<file path="config.mk">
export PLATFORM = sky130hd
export DESIGN_NAME = multicycle_controller
export DESIGN_NICKNAME = d
export VERILOG_FILES = /design/src/rtl/multicycle_controller.sv
export SDC_FILE = /design/constraint.sdc
export NUM_CORES = 1
export LEC_CHECK = 0
export CORE_MARGIN = 3
export CORE_UTILIZATION = 45
export CTS_BUF_LIST = sky130_fd_sc_hd__clkbuf_8
export DETAILED_ROUTE_END_ITERATION = 8
export PLACE_DENSITY = 0.85
export SYNTH_ARGS = -nofsm -noshare
export SYNTH_HDL_FRONTEND = slang
export SYNTH_SLANG_ARGS = --single-unit
export TNS_END_PERCENT = 1
</file>
<file path="constraint.sdc">
create_clock -name clk -period 1.4 [get_ports clk]
set_input_delay 0.14 -clock clk [delete_from_list [all_inputs] [get_ports clk]]
set_output_delay 0.14 -clock clk [all_outputs]
set_load 0.02 [all_outputs]
</file>
<file path="src/rtl/multicycle_controller.sv">
// Main control FSM for the multi-cycle MIPS-subset processor: sequences
// fetch/decode/execute/memory/write-back and drives every datapath control.
// Optional JAL support is enabled by defining MC_JAL_EN.
module multicycle_controller (
  input  logic       clk,
  input  logic       rst,
  input  logic [5:0] opcode,
  input  logic       zero,
  output logic       pc_en,
  output logic       pc_write,
  output logic       pc_write_cond,
  output logic       i_or_d,
  output logic       mem_read,
  output logic       mem_write,
  output logic       ir_write,
  output logic       reg_write,
  output logic [1:0] mem_to_reg,
  output logic [1:0] reg_dst,
  output logic       alu_src_a,
  output logic [1:0] alu_src_b,
  output logic [1:0] alu_op,
  output logic [1:0] pc_source,
  output logic       instr_done,
  output logic       illegal
);

  localparam logic [5:0] OP_RTYPE = 6'b000000;
  localparam logic [5:0] OP_J     = 6'b000010;
  localparam logic [5:0] OP_JAL   = 6'b000011;
  localparam logic [5:0] OP_BEQ   = 6'b000100;
  localparam logic [5:0] OP_ADDI  = 6'b001000;
  localparam logic [5:0] OP_SLTI  = 6'b001010;
  localparam logic [5:0] OP_LW    = 6'b100011;
  localparam logic [5:0] OP_SW    = 6'b101011;

  typedef enum logic [3:0] {
    S_FETCH, S_DECODE, S_MEM_ADDR, S_MEM_READ, S_MEM_WB, S_MEM_WRITE,
    S_R_EXEC, S_R_WB, S_I_EXEC, S_I_WB, S_BRANCH, S_JUMP, S_JAL
  } state_e;

  state_e     state_q, state_d;
  logic [5:0] op_q, op_d;

  // NOTE: sequential state uses non-blocking assignments so every flop samples pre-edge values.
  always_ff @(posedge clk or posedge rst) begin
    if (rst) begin
      state_q <= S_FETCH;
      op_q    <= '0;
    end else begin
      state_q <= state_d;
      op_q    <= op_d;
    end
  end

  assign pc_en = pc_write | (pc_write_cond & zero);

  always_comb begin
    // NOTE: every output gets a default first, so no path through the case can infer a latch.
    state_d       = state_q;
    op_d          = op_q;
    pc_write      = 1'b0;
    pc_write_cond = 1'b0;
    i_or_d        = 1'b0;
    mem_read      = 1'b0;
    mem_write     = 1'b0;
    ir_write      = 1'b0;
    reg_write     = 1'b0;
    mem_to_reg    = 2'b00;
    reg_dst       = 2'b00;
    alu_src_a     = 1'b0;
    alu_src_b     = 2'b00;
    alu_op        = 2'b00;
    pc_source     = 2'b00;
    instr_done    = 1'b0;
    illegal       = 1'b0;

    unique case (state_q)
      S_FETCH: begin
        mem_read  = 1'b1;
        ir_write  = 1'b1;
        pc_write  = 1'b1;
        alu_src_b = 2'b01;
        state_d   = S_DECODE;
      end
      S_DECODE: begin
        // ALU speculatively forms the branch target while the opcode is decoded.
        alu_src_b = 2'b11;
        op_d      = opcode;
        case (opcode)
          OP_LW, OP_SW:     state_d = S_MEM_ADDR;
          OP_RTYPE:         state_d = S_R_EXEC;
          OP_BEQ:           state_d = S_BRANCH;
          OP_ADDI, OP_SLTI: state_d = S_I_EXEC;
          OP_J:             state_d = S_JUMP;
`ifdef MC_JAL_EN
          OP_JAL:           state_d = S_JAL;
`endif
          default: begin
            illegal = 1'b1;
            state_d = S_FETCH;
          end
        endcase
      end
      S_MEM_ADDR: begin
        alu_src_a = 1'b1;
        alu_src_b = 2'b10;
        state_d   = (op_q == OP_LW) ? S_MEM_READ : S_MEM_WRITE;
      end
      S_MEM_READ: begin
        mem_read = 1'b1;
        i_or_d   = 1'b1;
        state_d  = S_MEM_WB;
      end
      S_MEM_WB: begin
        reg_write  = 1'b1;
        mem_to_reg = 2'b01;
        instr_done = 1'b1;
        state_d    = S_FETCH;
      end
      S_MEM_WRITE: begin
        mem_write  = 1'b1;
        i_or_d     = 1'b1;
        instr_done = 1'b1;
        state_d    = S_FETCH;
      end
      S_R_EXEC: begin
        alu_src_a = 1'b1;
        alu_op    = 2'b10;
        state_d   = S_R_WB;
      end
      S_R_WB: begin
        reg_write  = 1'b1;
        reg_dst    = 2'b01;
        instr_done = 1'b1;
        state_d    = S_FETCH;
      end
      S_I_EXEC: begin
        alu_src_a = 1'b1;
        alu_src_b = 2'b10;
        alu_op    = (op_q == OP_SLTI) ? 2'b11 : 2'b00;
        state_d   = S_I_WB;
      end
      S_I_WB: begin
        reg_write  = 1'b1;
        instr_done = 1'b1;
        state_d    = S_FETCH;
      end
      S_BRANCH: begin
        alu_src_a     = 1'b1;
        alu_op        = 2'b01;
        pc_write_cond = 1'b1;
        pc_source     = 2'b01;
        instr_done    = 1'b1;
        state_d       = S_FETCH;
      end
      S_JUMP: begin
        pc_write   = 1'b1;
        pc_source  = 2'b10;
        instr_done = 1'b1;
        state_d    = S_FETCH;
      end
`ifdef MC_JAL_EN
      S_JAL: begin
        // PC already holds PC+4 from FETCH, so it is the link value.
        reg_write  = 1'b1;
        reg_dst    = 2'b10;
        mem_to_reg = 2'b10;
        pc_write   = 1'b1;
        pc_source  = 2'b10;
        instr_done = 1'b1;
        state_d    = S_FETCH;
      end
`endif
      default: state_d = S_FETCH;
    endcase
  end

endmodule

</file>
==> impl_metrics.prom <==
# TYPE chip_impl_metric gauge
chip_impl_info{name="outcome",value="finished, violations left"} 1
chip_impl_info{name="failed_checks",value="setup timing"} 1
chip_impl_metric{name="fp.dieArea",unit="um2"} 2300
chip_impl_metric{name="synth_async_sr_flop_share",unit=""} 1.00
chip_impl_metric{name="place.detailed.hpwl",unit="um"} 1880
chip_impl_metric{name="global_route_wire_length_before_repair",unit="um"} 4200
chip_impl_metric{name="final_antenna_net_count",unit=""} 0
chip_impl_info{name="yosysTopAreaCell",value="sky130_fd_sc_hd__dfrtp_1"} 1
chip_impl_metric{name="synth_sequential_area_ratio",unit=""} 0.316
chip_impl_metric{name="postSynthAreaPerCell",unit="um2"} 8.61
chip_impl_info{name="hold_path_class",value="input pin to asynchronous set/reset pin"} 1
chip_impl_metric{name="cellPowerDensity",unit="nW/um2"} 1690
chip_impl_metric{name="timing.final.hold_violations",unit=""} 0
chip_impl_metric{name="antenna_violations_before_repair",unit=""} 0
chip_impl_metric{name="m1WireLength",unit="um"} 1010
chip_impl_metric{name="max_cap_viol_count",unit=""} 0
chip_impl_metric{name="grt.total_usage",unit=""} 0.265
chip_impl_metric{name="num_vias",unit=""} 963
chip_impl_metric{name="avgRoutedWirePerCell",unit="um"} 17.3
chip_impl_metric{name="die-width",unit="um"} 48.0
chip_impl_metric{name="vias_per_cell",unit=""} 5.94
chip_impl_info{name="critPathCaptureType",value="output pin"} 1
chip_impl_metric{name="num-fill-cells",unit=""} 95
chip_impl_metric{name="grt_start_max_net_pins",unit=""} 11
chip_impl_metric{name="critical_path_arrival",unit="ns"} 1.46
chip_impl_metric{name="combined_area_of_the_multi_input_logic_cells",unit="um2"} 548
chip_impl_metric{name="layout_worst_path_cycle_share",unit=""} 1.14
chip_impl_info{name="cts_tree",value="done"} 1
chip_impl_metric{name="yosysWarningCount",unit=""} 0
chip_impl_metric{name="timing.final.ws_setup",unit="ns"} -0.200
chip_impl_metric{name="place.port_buffers",unit=""} 27
chip_impl_info{name="top_layer_used",value="met4"} 1
chip_impl_metric{name="proportion_of_layout_cells_with_a_drive_suffix_above_1",unit=""} 0.534
chip_impl_metric{name="worst_ir_drop_vdd",unit="V"} 0.00147
chip_impl_metric{name="clk_latency",unit="ns"} 0.24
chip_impl_info{name="timing_worst_setup_path_type",value="flop to output pin"} 1
chip_impl_metric{name="clkSinkCount",unit=""} 10
chip_impl_metric{name="layout_area_growth_over_synthesis",unit="%"} 71.6
chip_impl_metric{name="cts_hold_buffers",unit=""} 0
chip_impl_info{name="synthMostInstantiatedCell",value="sky130_fd_sc_hd__dfrtp_1"} 1
chip_impl_metric{name="detail_route.first_pass.iterations",unit=""} 4
chip_impl_metric{name="timing.final.crit_period",unit="ns"} 1.60
chip_impl_metric{name="boundaryPins",unit=""} 30
chip_impl_metric{name="critPathRequiredTime",unit="ns"} 1.26
chip_impl_metric{name="met3_wirelength",unit="um"} 148
chip_impl_info{name="start_kind",value="flop"} 1
chip_impl_metric{name="fin_worst_skew",unit="ns"} 0.000271
chip_impl_metric{name="first_global_vias",unit=""} 929
chip_impl_metric{name="drv_slew",unit=""} 0
chip_impl_metric{name="max_clock_freq",unit="GHz"} 0.625
chip_impl_metric{name="clkTransAtPathRegs",unit="ns"} 0.05
chip_impl_metric{name="total_leakage_power",unit="uW"} 0.000621
chip_impl_metric{name="final_core_util",unit=""} 0.862
chip_impl_metric{name="globalRoute.totalOverflow",unit=""} 0
chip_impl_info{name="netlist_top_cells_count",value="10 x sky130_fd_sc_hd__dfrtp_1, 8 x sky130_fd_sc_hd__nor2_1, 6 x sky130_fd_sc_hd__mux2_2"} 1
chip_impl_metric{name="die-height",unit="um"} 48.0
chip_impl_metric{name="number_of_cts_inserted_buffers",unit=""} 3
chip_impl_metric{name="drc_errors",unit=""} 0
chip_impl_metric{name="routed_wirelength",unit="um"} 2800
chip_impl_metric{name="detail_route.iter0.violations",unit=""} 16
chip_impl_metric{name="initial_standard_cell_utilization_of_the_core",unit=""} 0.502
chip_impl_metric{name="total_standard_cell_area_after_synthesis",unit="um2"} 792
chip_impl_metric{name="cp_max_fo",unit=""} 6
chip_impl_info{name="setup_repair_after_global_routing_missed_its_margin",value="true"} 1
chip_impl_metric{name="fp-row-count",unit=""} 14
chip_impl_metric{name="cts_max_level",unit=""} 1
chip_impl_metric{name="finalNetCount",unit=""} 156
chip_impl_metric{name="insertedDiodeCount",unit=""} 0
chip_impl_metric{name="routed-wl-met2",unit="um"} 1560
chip_impl_info{name="clock_tree.root_cell",value="sky130_fd_sc_hd__clkbuf_8"} 1
chip_impl_metric{name="synth_edf_count",unit=""} 0
chip_impl_metric{name="synth-seq-cells",unit=""} 10
chip_impl_metric{name="pre_cts_slack",unit="ns"} -0.784
chip_impl_metric{name="netlist-cell-type-count",unit=""} 36
chip_impl_info{name="synth_ff_type",value="sky130_fd_sc_hd__dfrtp_1"} 1
chip_impl_metric{name="finalSetupViolCount",unit=""} 24
chip_impl_metric{name="final_worst_hold_slack",unit="ns"} 0.186
chip_impl_metric{name="gpl_wtd_cong",unit=""} 0.799
chip_impl_metric{name="clock_path_buffers",unit=""} 2
chip_impl_info{name="synth.area.top_cells",value="sky130_fd_sc_hd__dfrtp_1 32%, sky130_fd_sc_hd__mux2_2 8.5%, sky130_fd_sc_hd__nor3b_1 4.7%"} 1
chip_impl_metric{name="synth_cells",unit=""} 92
chip_impl_metric{name="sequential_cell_area",unit="um2"} 253
chip_impl_metric{name="core_area",unit="um2"} 1580
chip_impl_metric{name="netlist.area_leader.share",unit=""} 0.316
## per-layer routing
metal	vias up	track usage
met1	457	0.250
li1	445	-
met5	-	0
met3	11	0.0338
met4	0	0.134
met2	50	0.538
## worst paths after layout
kind	start	to	slack, ns	depth (start not counted)
max	state_q[1]$_DFF_PP0_	illegal	-0.20	5
min	rst	op_q[0]$_DFFE_PP0P_	0.19	2
max reg2reg	state_q[1]$_DFF_PP0_	op_q[0]$_DFFE_PP0P_	-0.05	5
min reg2reg	op_q[2]$_DFFE_PP0P_	op_q[2]$_DFFE_PP0P_	0.55	1
max in group asynchronous	rst	state_q[2]$_DFF_PP0_	0.90	2
min in group clk	opcode[1]	state_q[0]$_DFF_PP0_	0.44	3
## registers in the layout (all words and copies together) (netlist names)
| register | flops |
|---|---|
| state_q | 4 |
| op_q | 6 |
## repair_timing
action,4_1_cts,5_1_grt
endpoints found under the setup margin,24,27
pin swaps,6,1
gates resized for setup,114,10
buffers inserted,1,0
## cell type report
class / instances / area share
clock buffers: 4 / 0.0405
inverters: 5 / 0.0138
multi-input cells: 70 / 0.403
flip-flops and latches: 10 / 0.186
well taps: 16 / 0.0147
repair buffers: 57 / 0.342
## through the flow
stage | cell area [um2] | power, uW | instances | TNS (ns)
final | 1360 | 2300 | 162 | -1.92
after global routing | 1360 | 2430 | 162 | -3.32
after CTS | 1320 | 2210 | 162 | -1.63
after detailed placement | 1270 | 1850 | 157 | -6.96
after global placement | 1270 | 1800 | 157 | -6.12
after floorplan | 807 | 1200 | 93 | -0.547
## critical path: stages (launching register included)
cell	delay (ns)
sky130_fd_sc_hd__dfrtp_2	0.46
sky130_fd_sc_hd__buf_6	0.15
sky130_fd_sc_hd__nor3_4	0.19
sky130_fd_sc_hd__nand2_2	0.10
sky130_fd_sc_hd__nor3b_2	0.16
sky130_fd_sc_hd__buf_4	0.16
## power by group
part,internal [uW],total [uW],switching (uW),leakage (uW)
sequential,405,503,97.6,0.000120
clock,248,366,118,0.0000288
combinational,703,1430,728,0.000472
total,1360,2300,944,0.000621
## cell usage in the layout (no fill, tap or decap), types with 3 or more instances in the layout
cell                               n
sky130_fd_sc_hd__clkdlybuf4s50_1   6
sky130_fd_sc_hd__nor2_1            7
sky130_fd_sc_hd__dfrtp_1           8
sky130_fd_sc_hd__mux2_2            6
sky130_fd_sc_hd__inv_1             5
sky130_fd_sc_hd__buf_4            39
sky130_fd_sc_hd__nand2_1           3
sky130_fd_sc_hd__a41oi_1           3
sky130_fd_sc_hd__nor3_1            4
sky130_fd_sc_hd__clkbuf_8          4
sky130_fd_sc_hd__nand2b_1          3
sky130_fd_sc_hd__o21ai_0           3
sky130_fd_sc_hd__nor3b_2           4
sky130_fd_sc_hd__buf_6             6
sky130_fd_sc_hd__buf_2             3
sky130_fd_sc_hd__nand3_1           5
## cells by family (layout without fill, tap and decap cells)
group           after synthesis  in the layout  synth area share
xor+xnor                      3              3            0.0332
other cells                   1              2           0.00473
flops                        10             10             0.316
simple gates                 40             40             0.308
buf+inv                      13             66            0.0821
mux                           7              7            0.0979
compound gates               18             18             0.158
(Power assumes the default switching activity.)
